`config.mk`:
```
export PLATFORM = sky130hd
export DESIGN_NAME = rr_arbiter_8
export DESIGN_NICKNAME = d
export VERILOG_FILES = /design/src/rtl/rr_arbiter_8.sv
export SDC_FILE = /design/constraint.sdc
export NUM_CORES = 1
export LEC_CHECK = 0
export CAP_MARGIN = 20
export CORE_ASPECT_RATIO = 1.75
export CORE_MARGIN = 3
export CORE_UTILIZATION = 40
export DETAILED_ROUTE_END_ITERATION = 12
export PLACE_DENSITY_LB_ADDON = 0.1
export SLEW_MARGIN = 10
export SYNTH_ARGS = -nofsm -noshare
export SYNTH_HDL_FRONTEND = slang
export SYNTH_SLANG_ARGS = --single-unit
```
`constraint.sdc`:
```
create_clock -name clk -period 3.9 [get_ports clk]
set_input_delay 0.78 -clock clk [delete_from_list [all_inputs] [get_ports clk]]
set_output_delay 0.78 -clock clk [all_outputs]
set_load 0.1 [all_outputs]
```
`src/rtl/rr_arbiter_8.sv`:
```
// rr_arbiter_8: eight-way round-robin arbiter with a registered one-hot grant
// and a per-grant hold limit. The search for the next owner starts one past
// the last granted index, so every active requester is served in turn.
module rr_arbiter_8 #(
    parameter int MAX_HOLD = 4
) (
    input  logic       clk,
    input  logic       rst,
    input  logic       en,
    input  logic [7:0] req,
    output logic [7:0] gnt,
    output logic [2:0] gnt_idx,
    output logic       gnt_valid
);

    // Hold counter width, derived from MAX_HOLD so that MAX_HOLD itself fits.
    localparam int CW = $clog2(MAX_HOLD) + 1;
    localparam logic [CW-1:0] HOLD_MAX = CW'(MAX_HOLD);
    localparam logic [CW-1:0] HOLD_ONE = CW'(1);

    typedef enum logic [0:0] {
        IDLE = 1'b0,
        BUSY = 1'b1
    } state_t;

    state_t        state_q;
    logic [7:0]    gnt_q;
    logic [2:0]    gnt_idx_q;
    logic          gnt_valid_q;
    logic [2:0]    ptr_q;
    logic [CW-1:0] hold_q;

    logic          sel_found;
    logic [2:0]    sel_idx;
    logic [2:0]    cand;
    logic [7:0]    gnt_d;
    logic [2:0]    ptr_d;
    logic          release_w;

    // Pick the first requester at or after the pointer, wrapping modulo 8.
    always_comb begin
        sel_found = 1'b0;
        sel_idx   = 3'd0;
        cand      = 3'd0;
        for (int i = 0; i < 8; i++) begin
            cand = ptr_q + 3'(i);
            if (!sel_found && req[cand]) begin
                sel_found = 1'b1;
                sel_idx   = cand;
            end
        end
    end

    // 3-to-8 decode of the selected index, enabled only when a candidate exists.
    always_comb begin
        gnt_d = 8'h00;
        for (int i = 0; i < 8; i++) begin
            gnt_d[i] = sel_found && (sel_idx == 3'(i));
        end
        ptr_d = sel_idx + 3'd1;
    end

    // The current owner lets go when it drops its request or uses up its hold.
    assign release_w = !req[gnt_idx_q] || (hold_q == HOLD_MAX);

    // Arbitration FSM; every output is a register updated here.
    always_ff @(posedge clk) begin
        if (rst) begin
            state_q     <= IDLE;
            gnt_q       <= 8'h00;
            gnt_idx_q   <= 3'd0;
            gnt_valid_q <= 1'b0;
            ptr_q       <= 3'd0;
            hold_q      <= '0;
        end else begin
            case (state_q)
                IDLE: begin
                    if (en && sel_found) begin
                        state_q     <= BUSY;
                        gnt_q       <= gnt_d;
                        gnt_idx_q   <= sel_idx;
                        gnt_valid_q <= 1'b1;
                        ptr_q       <= ptr_d;
                        hold_q      <= HOLD_ONE;
                    end
                end
                BUSY: begin
                    if (!release_w) begin
                        hold_q <= hold_q + HOLD_ONE;
                    end else if (en && sel_found) begin
                        // Back-to-back handover with no idle cycle in between.
                        gnt_q       <= gnt_d;
                        gnt_idx_q   <= sel_idx;
                        gnt_valid_q <= 1'b1;
                        ptr_q       <= ptr_d;
                        hold_q      <= HOLD_ONE;
                    end else begin
                        state_q     <= IDLE;
                        gnt_q       <= 8'h00;
                        gnt_valid_q <= 1'b0;
                    end
                end
                default: begin
                    state_q     <= IDLE;
                    gnt_q       <= 8'h00;
                    gnt_valid_q <= 1'b0;
                end
            endcase
        end
    end

    assign gnt       = gnt_q;
    assign gnt_idx   = gnt_idx_q;
    assign gnt_valid = gnt_valid_q;

endmodule

```
Word-level counts from Yosys, hierarchy flattened
Index checks and enable logic that the tools add are counted.
- memories kept: 0
- word-level logic and storage cells: 115
- memory bits (read-only): 0
- RAM bits: 0
- bits in registers: 19
- bits in latches: 0
- shift operators: 0
- multiplexer cells: 53
- reductions and logical operators: 27
- divide/modulo/power cells: 0
- bitwise gates (word level): 1
- add/sub/neg operators: 9
- order comparisons: 9
- equality and inequality tests: 10
- multiply operators: 0
- operator list (operator ; count):
    $mux 3 ; 14
    $lt 3x4->1 const B ; 9
    $bmux 1 s3 ; 9
    $mux 8 ; 3
    $mux 1 ; 21
    $pmux 3 s2 ; 3
    $logic_and 1x1->1 ; 16
    $pmux 8 s2 ; 1
    $eq 3x3->1 const B ; 5
    $add 3x3->3 const B ; 4
    $add 3x1->3 const B ; 3
    $logic_not 1->1 ; 8
    $add 3x2->3 const B ; 2
    $eq 3x2->1 const B ; 2
    $pmux 1 s2 ; 2
    $eq 3x1->1 const B ; 1
    $logic_not 3->1 ; 1
    $ne 2x1->1 const B ; 1
    $ne 2x2->1 const B ; 1
    $reduce_and 2->1 ; 1
    $logic_or 1x1->1 ; 1
    $not 1->1 ; 1

Depth between registers and ports, before layout
Gate-level depths: netlist (run 1).
- word-level depth: 29
- depth in mapped cells: 16
- gate-level depth less buffers: 12

Least setup slack after synthesis (run 1)
OpenSTA, ideal clock, no wires.
- path type: flip-flop to flip-flop
- start point: register ptr_q[1]
- end point: register ptr_q[1]
- data arrival time: 3.452 ns
- clock period less this slack: 3.532 ns
- cell stages (with the launch flop): 16
- data required time: 3.821 ns
- path slack: 0.368 ns
- cell sequence: dfxtp_1 -> clkbuf_1 -> inv_1 -> ha_1 -> buf_6 -> mux2_1 -> mux4_2 -> o32a_1 -> buf_6 -> nor2_1 -> o2111ai_1 -> and3_1 -> clkbuf_1 -> inv_1 -> ha_1 -> a211oi_2
- word-level cells in the longest chain between the ends: 28
- RTL lines (what ; RTL line ; text):
    start, declared ; 30 ; logic [2:0] ptr_q;
    start signal, assigned ; 83 ; ptr_q <= ptr_d;
    start signal, assigned ; 95 ; ptr_q <= ptr_d;
    branches (longest 23 deep; another with $add 3x1->3) ; -- ;
    $mux 3 (*) ; 47 ; if (!sel_found && req[cand]) begin
    net sel_idx[1] ; 34 ; logic [2:0] sel_idx;
    $add 3x1->3 (*) ; 60 ; ptr_d = sel_idx + 3'd1;
    $mux 3 (*) ; 78, 90 ;
    $mux 3 ; 88 ; if (!release_w) begin
    $pmux 3 s2 (*) ; 76 ; case (state_q)
Mark *: on every way through the listed nets, which the timed path passes. The select of a mux whose other input is x is not followed.
A chain may end at the register's enable or synchronous reset.

Worst setup path in the final report (run 1)
- start point: input port req[5]
- end point: register ptr_q[2]
- word-level cells in the longest chain between the ends: 28
- RTL lines (what ; RTL line ; text):
    start, declared ; 10 ; input logic [7:0] req,
    $bmux 1 s3 ; 47 ;
    $mux 1 (implied by the code) ; 47 ;
    $mux 1 ; 47 ;
    $logic_not 1->1 ; 47 ;
    $logic_and 1x1->1 ; 47 ;
    $mux 1 ; 47 ;
    $logic_not 1->1 ; 47 ;
    $logic_and 1x1->1 ; 47 ;
    [13 not listed] ; -- ;
    $logic_not 1->1 ; 47 ;
    $logic_and 1x1->1 ; 47 ;
    $mux 3 (*) ; 47 ;
    $add 3x1->3 (*) ; 60 ;
    net ptr_d[2] ; 37 ; logic [2:0] ptr_d;
    $mux 3 (*) ; 78, 90 ;
    $mux 3 ; 88 ;
    $pmux 3 s2 (*) ; 76 ;
Mark *: on every way through the listed nets, which the timed path passes. The rest lies on a longest branch. The select of a mux whose other input is x is not followed.

==> results of run 1 <==
[placed cells by master (no fill, tap or decap), types with 2 or more instances in the layout]
cell type	instances
mux2i_1	7
clkbuf_8	3
mux4_2	9
buf_4	6
o41ai_1	3
mux2_2	8
nor3_1	3
mux4_1	5
o31ai_1	2
xor2_1	2
nor2_1	12
nand3_1	3
clkdlybuf4s50_1	22
ha_1	7
nand2_1	19
nand2b_1	4
inv_1	12
dfxtp_1	19
a21oi_1	14
a2bb2oi_1	2
a221o_1	2
a211oi_2	3
nor2b_1	4
o2111ai_1	2
o21ai_0	11
[registers in the layout, indices dropped and copies added (netlist names)]
signal,cells
gnt,8
gnt_idx,3
hold_q,3
ptr_q,3
gnt_valid,1
state_q,1
[critical path, delay by kind of cell]
kind | cells | cell delay, ps
compound gates | 4 | 950
fa+ha+maj | 1 | 330
buf+inv | 2 | 750
mux | 1 | 370
simple gates | 3 | 530
[final cells by class]
type	count	area [um^2]	area share
well taps	48	60.06	0.02989
flip-flops and latches	19	380.4	0.1893
repair buffers	28	265.3	0.1320
multi-input cells	139	1212	0.6034
clock inverters	1	5.005	0.002491
inverters	12	45.04	0.02242
clock buffers	3	41.29	0.02055
[worst max-delay path by stage]
| stage | start | to | slack, ps |
|---|---|---|---|
| after CTS | req[6] | ptr_q[2] | 340 |
| final | req[5] | ptr_q[2] | 310 |
| after detailed placement | req[5] | ptr_q[2] | 80 |
| after global routing | ptr_q[0] | gnt[5] | 90 |
| after floorplan | ptr_q[1] | ptr_q[1] | 370 |
| after global placement | req[3] | ptr_q[1] | 120 |
[kinds of logic (layout without fill, tap and decap cells)]
| group | count (synthesis) | count (layout) | synth area share |
|---|---|---|---|
| buf+inv | 22 | 44 | 0.06328 |
| simple gates | 49 | 49 | 0.1310 |
| mux | 30 | 30 | 0.2973 |
| flops | 19 | 19 | 0.2237 |
| compound gates | 51 | 51 | 0.2230 |
| fa+ha+maj | 7 | 7 | 0.05151 |
| xor+xnor | 2 | 2 | 0.01030 |
[through the flow]
step | utilization | instance area [um^2] | hold WS, ps | instances | worst slack (ps)
finish | 0.5050 | 2009 | 457.9 | 250 | 311.0
global route | 0.5050 | 2009 | 485.0 | 250 | 88.17
CTS | 0.5050 | 2009 | 465.2 | 250 | 342.9
detailed placement | 0.4934 | 1963 | 441.8 | 246 | 79.70
global placement | 0.4934 | 1963 | 444.3 | 246 | 118.8
floorplan | - | 1700 | 464.5 | 180 | 368.5
[per-layer routing]
| metal | track usage | vias to the layer above |
|---|---|---|
| li1 | - | 733 |
| met1 | 0.1805 | 748 |
| met2 | 0.3063 | 35 |
| met3 | 0.01549 | 10 |
| met4 | 0.1034 | 0 |
| met5 | 0 | - |
==> results.toml, run 1 <==
[status]
status = "completed"

[drt]
initialDrtViolationCount = 44
wl_met3_um = 117
wl_met2_mm = 2.248
via_count = 1526
antenna_violating_nets_post_route = 0
drc = 0
first_pass_iters = 4
routedWlPerCell_um = 16.66
met1_length_mm = 1.659
topRoutingLayerUsed = "met4"
avgViaCountPerCell = 6.104
wl_mm = 4.164

[synth]
yosysWarnings = 0
synthArstFlopShare = 0
yosysSeqAreaShare = 0.2237
syn_area_um2 = 1700
synth_top_area_share = 0.2237
synth_seq_cells = 19
synthCells = 180
synth_ff_type = "dfxtp_1"
ys_types = 42
avgSynthCellArea_um2 = 9.447
synth_area_leaders = "dfxtp_1 (22%), mux4_2 (12%), mux4_1 (7.7%)"
yosys.area.top_type = "dfxtp_1"
synth_common_cells = "dfxtp_1 (19), nand2_1 (19), a21oi_1 (14)"
synth_edf_count = 0
synthesis.nets = 198

[sta]
fin_worst_skew_ps = 4.961
period_share = 0.9203
fin_setup_tns_ps = 0
fmax_ghz = 0.2786
finalHoldViolCount = 0
worstMarginPinSlew_ps = 970.6
setup_viol = 0
period_minus_slack_ps = 3589
slew_headroom = 0.3509
rsz0062_at_grt = "false"
drv_slew = 0

[job]
drv_cap = 0

[global_route]
overflow = 0
grt_start_max_net_pins = 19
grt_pass1_vias = 1508
antenna_found_initial = 0
grtUsageTotal = 0.1677
grt_pass1_wl_mm = 6.920

[place]
globalplace.congestion = 0.8174
place_hpwl_mm = 3.233
numPortBuffers = 22

[clock_tree]
clock_path_buffers = 2
htreeDepth = 1
cts_tree = "done"
post_cts_resized = 0
ctsHoldBuffers = 0
insertion_delay_ps = 260
cts_sinks = 19
clock_tree.root_cell = "clkbuf_8"
clkTransAtPathRegs_ps = 70
cts_setup_buffers = 0
cts_made_buffers = 3

[final_layout]
diodes = 0
fillers = 409
drive_gt1_frac = 0.1634
nets = 221
area_growth_pct = 18.18

[critical_path]
crit_slowest_cell = "clkdlybuf4s50_1"
setup.worst_path.class = "in2reg"
worstSetupEndpointType = "flip-flop"
r2r_start = "ptr_q[0]"
max_stage_delay_ps = 590
worstPathArrival_ps = 3720
r2r_slack_ps = 350
critPathMaxFanout = 8
start_kind = "input port"
required_ps = 4030
reg2regPathDepth = 11
path_cells = "clkdlybuf4s50_1, mux4_2, nand2b_1, o32a_1, o22ai_1, a221o_1, nor2_1, inv_1, ha_1, nand2_1, a21oi_1"
crit-reg2reg-capture = "ptr_q[1]"

[floorplanning]
ioPinCount = 23
fp.dieH_um = 92.25
die_area_um2 = 5100
core.rowCount = 30
initial_core_util = 0.4274
die_w_um = 55.29
core_area_um2 = 3979

[min_path]
hp-class = "reg2reg"
holdPathEnd = "gnt[0]"
holdPathStages = 2
worstHoldStart = "gnt[0]"
Power of run 1 is left out: the tool's default activity adds up to more than one toggle a clock period on the data nets, which glitch-free logic cannot reach.
==> run 2: changes to the inputs <==
--- a/config.mk
+++ b/config.mk
@@ -10,7 +10,7 @@
 export CORE_MARGIN = 3
 export CORE_UTILIZATION = 40
 export DETAILED_ROUTE_END_ITERATION = 12
-export PLACE_DENSITY_LB_ADDON = 0.1
+export PLACE_DENSITY_LB_ADDON = 0.15
 export SLEW_MARGIN = 10
 export SYNTH_ARGS = -nofsm -noshare
 export SYNTH_HDL_FRONTEND = slang
==> results.toml, run 2 (synthesis gave the netlist of run 1 again) <==
[clock_tree]
clock_path_buffers = 2
cts_sinks = 19
ctsHoldBuffers = 0
insertion_delay_ps = 260
cts_made_buffers = 3
clkTransAtPathRegs_ps = 70
clock_tree.root_cell = "clkbuf_8"
htreeDepth = 1
post_cts_resized = 0
cts_tree = "done"
cts_setup_buffers = 0

[drt]
first_pass_iters = 4
drc = 0
antenna_violating_nets_post_route = 0
wl_mm = 4.206
initialDrtViolationCount = 37
avgViaCountPerCell = 6.088
routedWlPerCell_um = 16.76
via_count = 1528

[final_layout]
area_growth_pct = 18.62
fillers = 402
diodes = 0
final_cell_mix = "clkdlybuf4s50_1 (22), nand2_1 (19), dfxtp_1 (19), a21oi_1 (14)"
nets = 222
utilization = 0.5069
largest_reg_flops = 8
multi_input_area_um2 = 1212
drive_gt1_frac = 0.1675
layout_commonest_cell = "clkdlybuf4s50_1"
seqCellArea_um2 = 380.4

[sta]
finalHoldViolCount = 0
fmax_ghz = 0.2799
holdWs_ps = 457.1
slew_headroom = 0.3455
worstMarginPinSlew_ps = 978.6
rsz0062_at_grt = "false"
fin_worst_skew_ps = 5.239
setup_viol = 0
period_minus_slack_ps = 3573
period_share = 0.9162
fin_setup_tns_ps = 0
drv_slew = 0

[global_route]
met2_usage = 0.3231
overflow = 0
grt_pass1_vias = 1597
grtUsageMet3 = 0.01549
grt_start_max_net_pins = 19
grtUsageTotal = 0.1702
grt_pass1_wl_mm = 7.107
antenna_found_initial = 0
busiest_layer = "met2"
met1_usage = 0.1760

[job]
drv_cap = 0

[floorplanning]
die_w_um = 55.29
core.rowCount = 30
core_area_um2 = 3979
initial_core_util = 0.4274
die_area_um2 = 5100
fp.dieH_um = 92.25
ioPinCount = 23

[critical_path]
crit-reg2reg-capture = "ptr_q[1]"
max_stage_delay_ps = 510
worstSetupEndpointType = "flip-flop"
path_cells = "clkdlybuf4s50_1, mux2_1, mux4_2, o32a_1, nor2_1, o2111ai_1, and3_1, inv_1, ha_1, a211oi_2"
start_kind = "input port"
critPathMaxFanout = 8
r2r_start = "ptr_q[0]"
r2r_slack_ps = 370
crit_slowest_cell = "clkdlybuf4s50_1"
setup.worst_path.class = "in2reg"
required_ps = 4070
worstPathArrival_ps = 3750
reg2regPathDepth = 11

[place]
place_hpwl_mm = 3.367
numPortBuffers = 22
globalplace.congestion = 0.8330

[min_path]
worstHoldStart = "gnt[4]"
holdPathStages = 2
holdPathEnd = "gnt[4]"
hp-class = "reg2reg"

[status]
status = "completed"
[run 2: changes by cell type in the layout (fill, tap and decap cells not counted), sizes merged]
cell | before | now
buf | 6 | 7
[run 2: worst max-delay path by stage]
stage,to,cells past startpoint,from
2_1_floorplan,ptr_q[1],15,ptr_q[1]
5_1_grt,ptr_q[1],10,req[1]
6_report,ptr_q[1],10,req[3]
3_3_place_gp,ptr_q[2],11,req[3]
4_1_cts,ptr_q[1],10,req[3]
3_5_place_dp,ptr_q[2],11,req[6]
[run 2: cell type report]
cell class / count / area share
clock inverter: 1 / 0.002481
multi-input combinational: 139 / 0.6011
tap: 48 / 0.02978
sequential: 19 / 0.1886
clock buffer: 3 / 0.02047
inverter: 12 / 0.02233
timing repair buffer: 29 / 0.1352
[run 2: critical path: cells and delay by family]
kind,cells,cell delay (ps)
muxes,2,860
AOI/OAI and AO/OA,3,720
buffers and inverters,2,650
and+or+nand+nor,2,460
adders and majority gates,1,270
[run 2: stage by stage]
stage / std cells / setup slack [ps] / cell area (um^2)
final: 251 / 326.9 / 2017
after global routing: 251 / 168.8 / 2017
after CTS: 251 / 348.6 / 2017
after detailed placement: 247 / 74.42 / 1971
after global placement: 247 / 74.16 / 1971
after floorplan: 180 / 368.5 / 1700
[run 2: routing by layer]
metal | vias up | wire length, um
met4 | 0 | 147
met1 | 758 | 1593
met3 | 12 | 89
met5 | - | 0
li1 | 731 | -
met2 | 27 | 2377
Power of run 2 is left out for the same reason.
==> run 3: changes to the inputs <==
==> constraint.sdc (replaced) <==
create_clock -name clk -period 4 [get_ports clk]
set_input_delay 0.8 -clock clk [delete_from_list [all_inputs] [get_ports clk]]
set_output_delay 0.8 -clock clk [all_outputs]
set_load 0.1 [all_outputs]
==> results.toml, run 3 (synthesis gave the netlist of run 1 again) <==
[place]
numPortBuffers = 22
globalplace.congestion = 0.8733
place_hpwl_mm = 3.402

[clock_tree]
cts_made_buffers = 3
clkTransAtPathRegs_ps = 70
clock_tree.root_cell = "clkbuf_8"
insertion_delay_ps = 260
post_cts_resized = 0
htreeDepth = 1
clock_path_buffers = 2
cts_sinks = 19
cts_tree = "done"
cts_setup_buffers = 0
ctsHoldBuffers = 0

[floorplanning]
die_area_um2 = 5100
core_area_um2 = 3979
initial_core_util = 0.4274
core.rowCount = 30
ioPinCount = 23
fp.dieH_um = 92.25
die_w_um = 55.29

[critical_path]
crit_slowest_cell = "mux4_1"
required_ps = 4120
crit_top_cell = "a21oi_1"
worstSetupEndpointType = "flip-flop"
start_kind = "input port"
path_cells = "clkdlybuf4s50_1, mux4_1, a21oi_1, a2bb2oi_1, mux2i_1, a221o_1, nor2_1, inv_1, ha_1, nand2_1, a21oi_1"
worstPathArrival_ps = 3740
critPathMaxFanout = 7
setup.worst_path.class = "in2reg"
max_stage_delay_ps = 640

[drt]
drc = 0
first_pass_iters = 4
antenna_violating_nets_post_route = 0
avgViaCountPerCell = 6.024
wl_mm = 4.318
initialDrtViolationCount = 33
routedWlPerCell_um = 17.20
via_count = 1512

[final_layout]
largest_reg_flops = 8
drive_gt1_frac = 0.1675
layout_commonest_cell = "clkdlybuf4s50_1"
final_cell_mix = "clkdlybuf4s50_1 (22), nand2_1 (19), dfxtp_1 (19), a21oi_1 (14)"
area_growth_pct = 18.62
diodes = 0
nets = 222
fillers = 391

[min_path]
hp-class = "reg2reg"

[global_route]
grt_pass1_wl_mm = 7.320
grt_pass1_vias = 1554
grt_start_max_net_pins = 17
overflow = 0
antenna_found_initial = 0
grtUsageTotal = 0.1769

[sta]
setup_viol = 0
slew_headroom = 0.3418
fin_worst_skew_ps = 6.265
rsz0062_at_grt = "false"
fin_setup_tns_ps = 0
period_share = 0.9044
fmax_ghz = 0.2764
finalHoldViolCount = 0
drv_slew = 0
worstMarginPinSlew_ps = 984.2
period_minus_slack_ps = 3618

[job]
drv_cap = 0

[status]
status = "completed"
==> run 3: cell counts in the layout (fill, tap and decap cells not counted) <==
No cell type changed its count.
==> run 3: cell type report <==
class	instances	area, um^2	area share
multi-input cells	139	1212	0.6011
flip-flops and latches	19	380.4	0.1886
repair buffers	29	272.8	0.1352
well taps	48	60.06	0.02978
inverters	12	45.04	0.02233
clock buffers	3	41.29	0.02047
clock inverters	1	5.005	0.002481
==> run 3: routing by layer <==
metal,wire (um),track usage
met5,0,0
met4,180,0.09331
met3,39,0.008451
met2,2420,0.3498
met1,1678,0.1785
==> run 3: worst max-delay path, delay by kind of cell <==
family / cells / cell delay (ps)
AOI/OAI and AO/OA: 4 / 780
muxes: 2 / 770
buffers and inverters: 2 / 690
and+or+nand+nor: 2 / 370
adders and majority gates: 1 / 320
==> run 3: path summary, 6_finish.rpt <==
kind                                from  endpoint  slack (ps)  depth (start not counted)
worst min register to register    gnt[3]    gnt[3]         460                          2
worst max-delay path              req[6]  ptr_q[2]         380                         11
worst max register to register  ptr_q[0]  ptr_q[1]         500                         11
worst min-delay path              gnt[3]    gnt[3]         460                          2
==> run 3: per-stage QoR <==
step	util	hold WS (ps)	area, um^2	instances	setup WS (ps)
5_1_grt	0.5069	490.1	2017	251	157.2
4_1_cts	0.5069	465.9	2017	251	422.7
3_5_place_dp	0.4953	451.4	1971	247	157.4
3_3_place_gp	0.4953	441.3	1971	247	150.3
2_1_floorplan	-	464.5	1700	180	468.5
6_report	0.5069	461.0	2017	251	382.4
Power of run 3 is left out for the same reason.
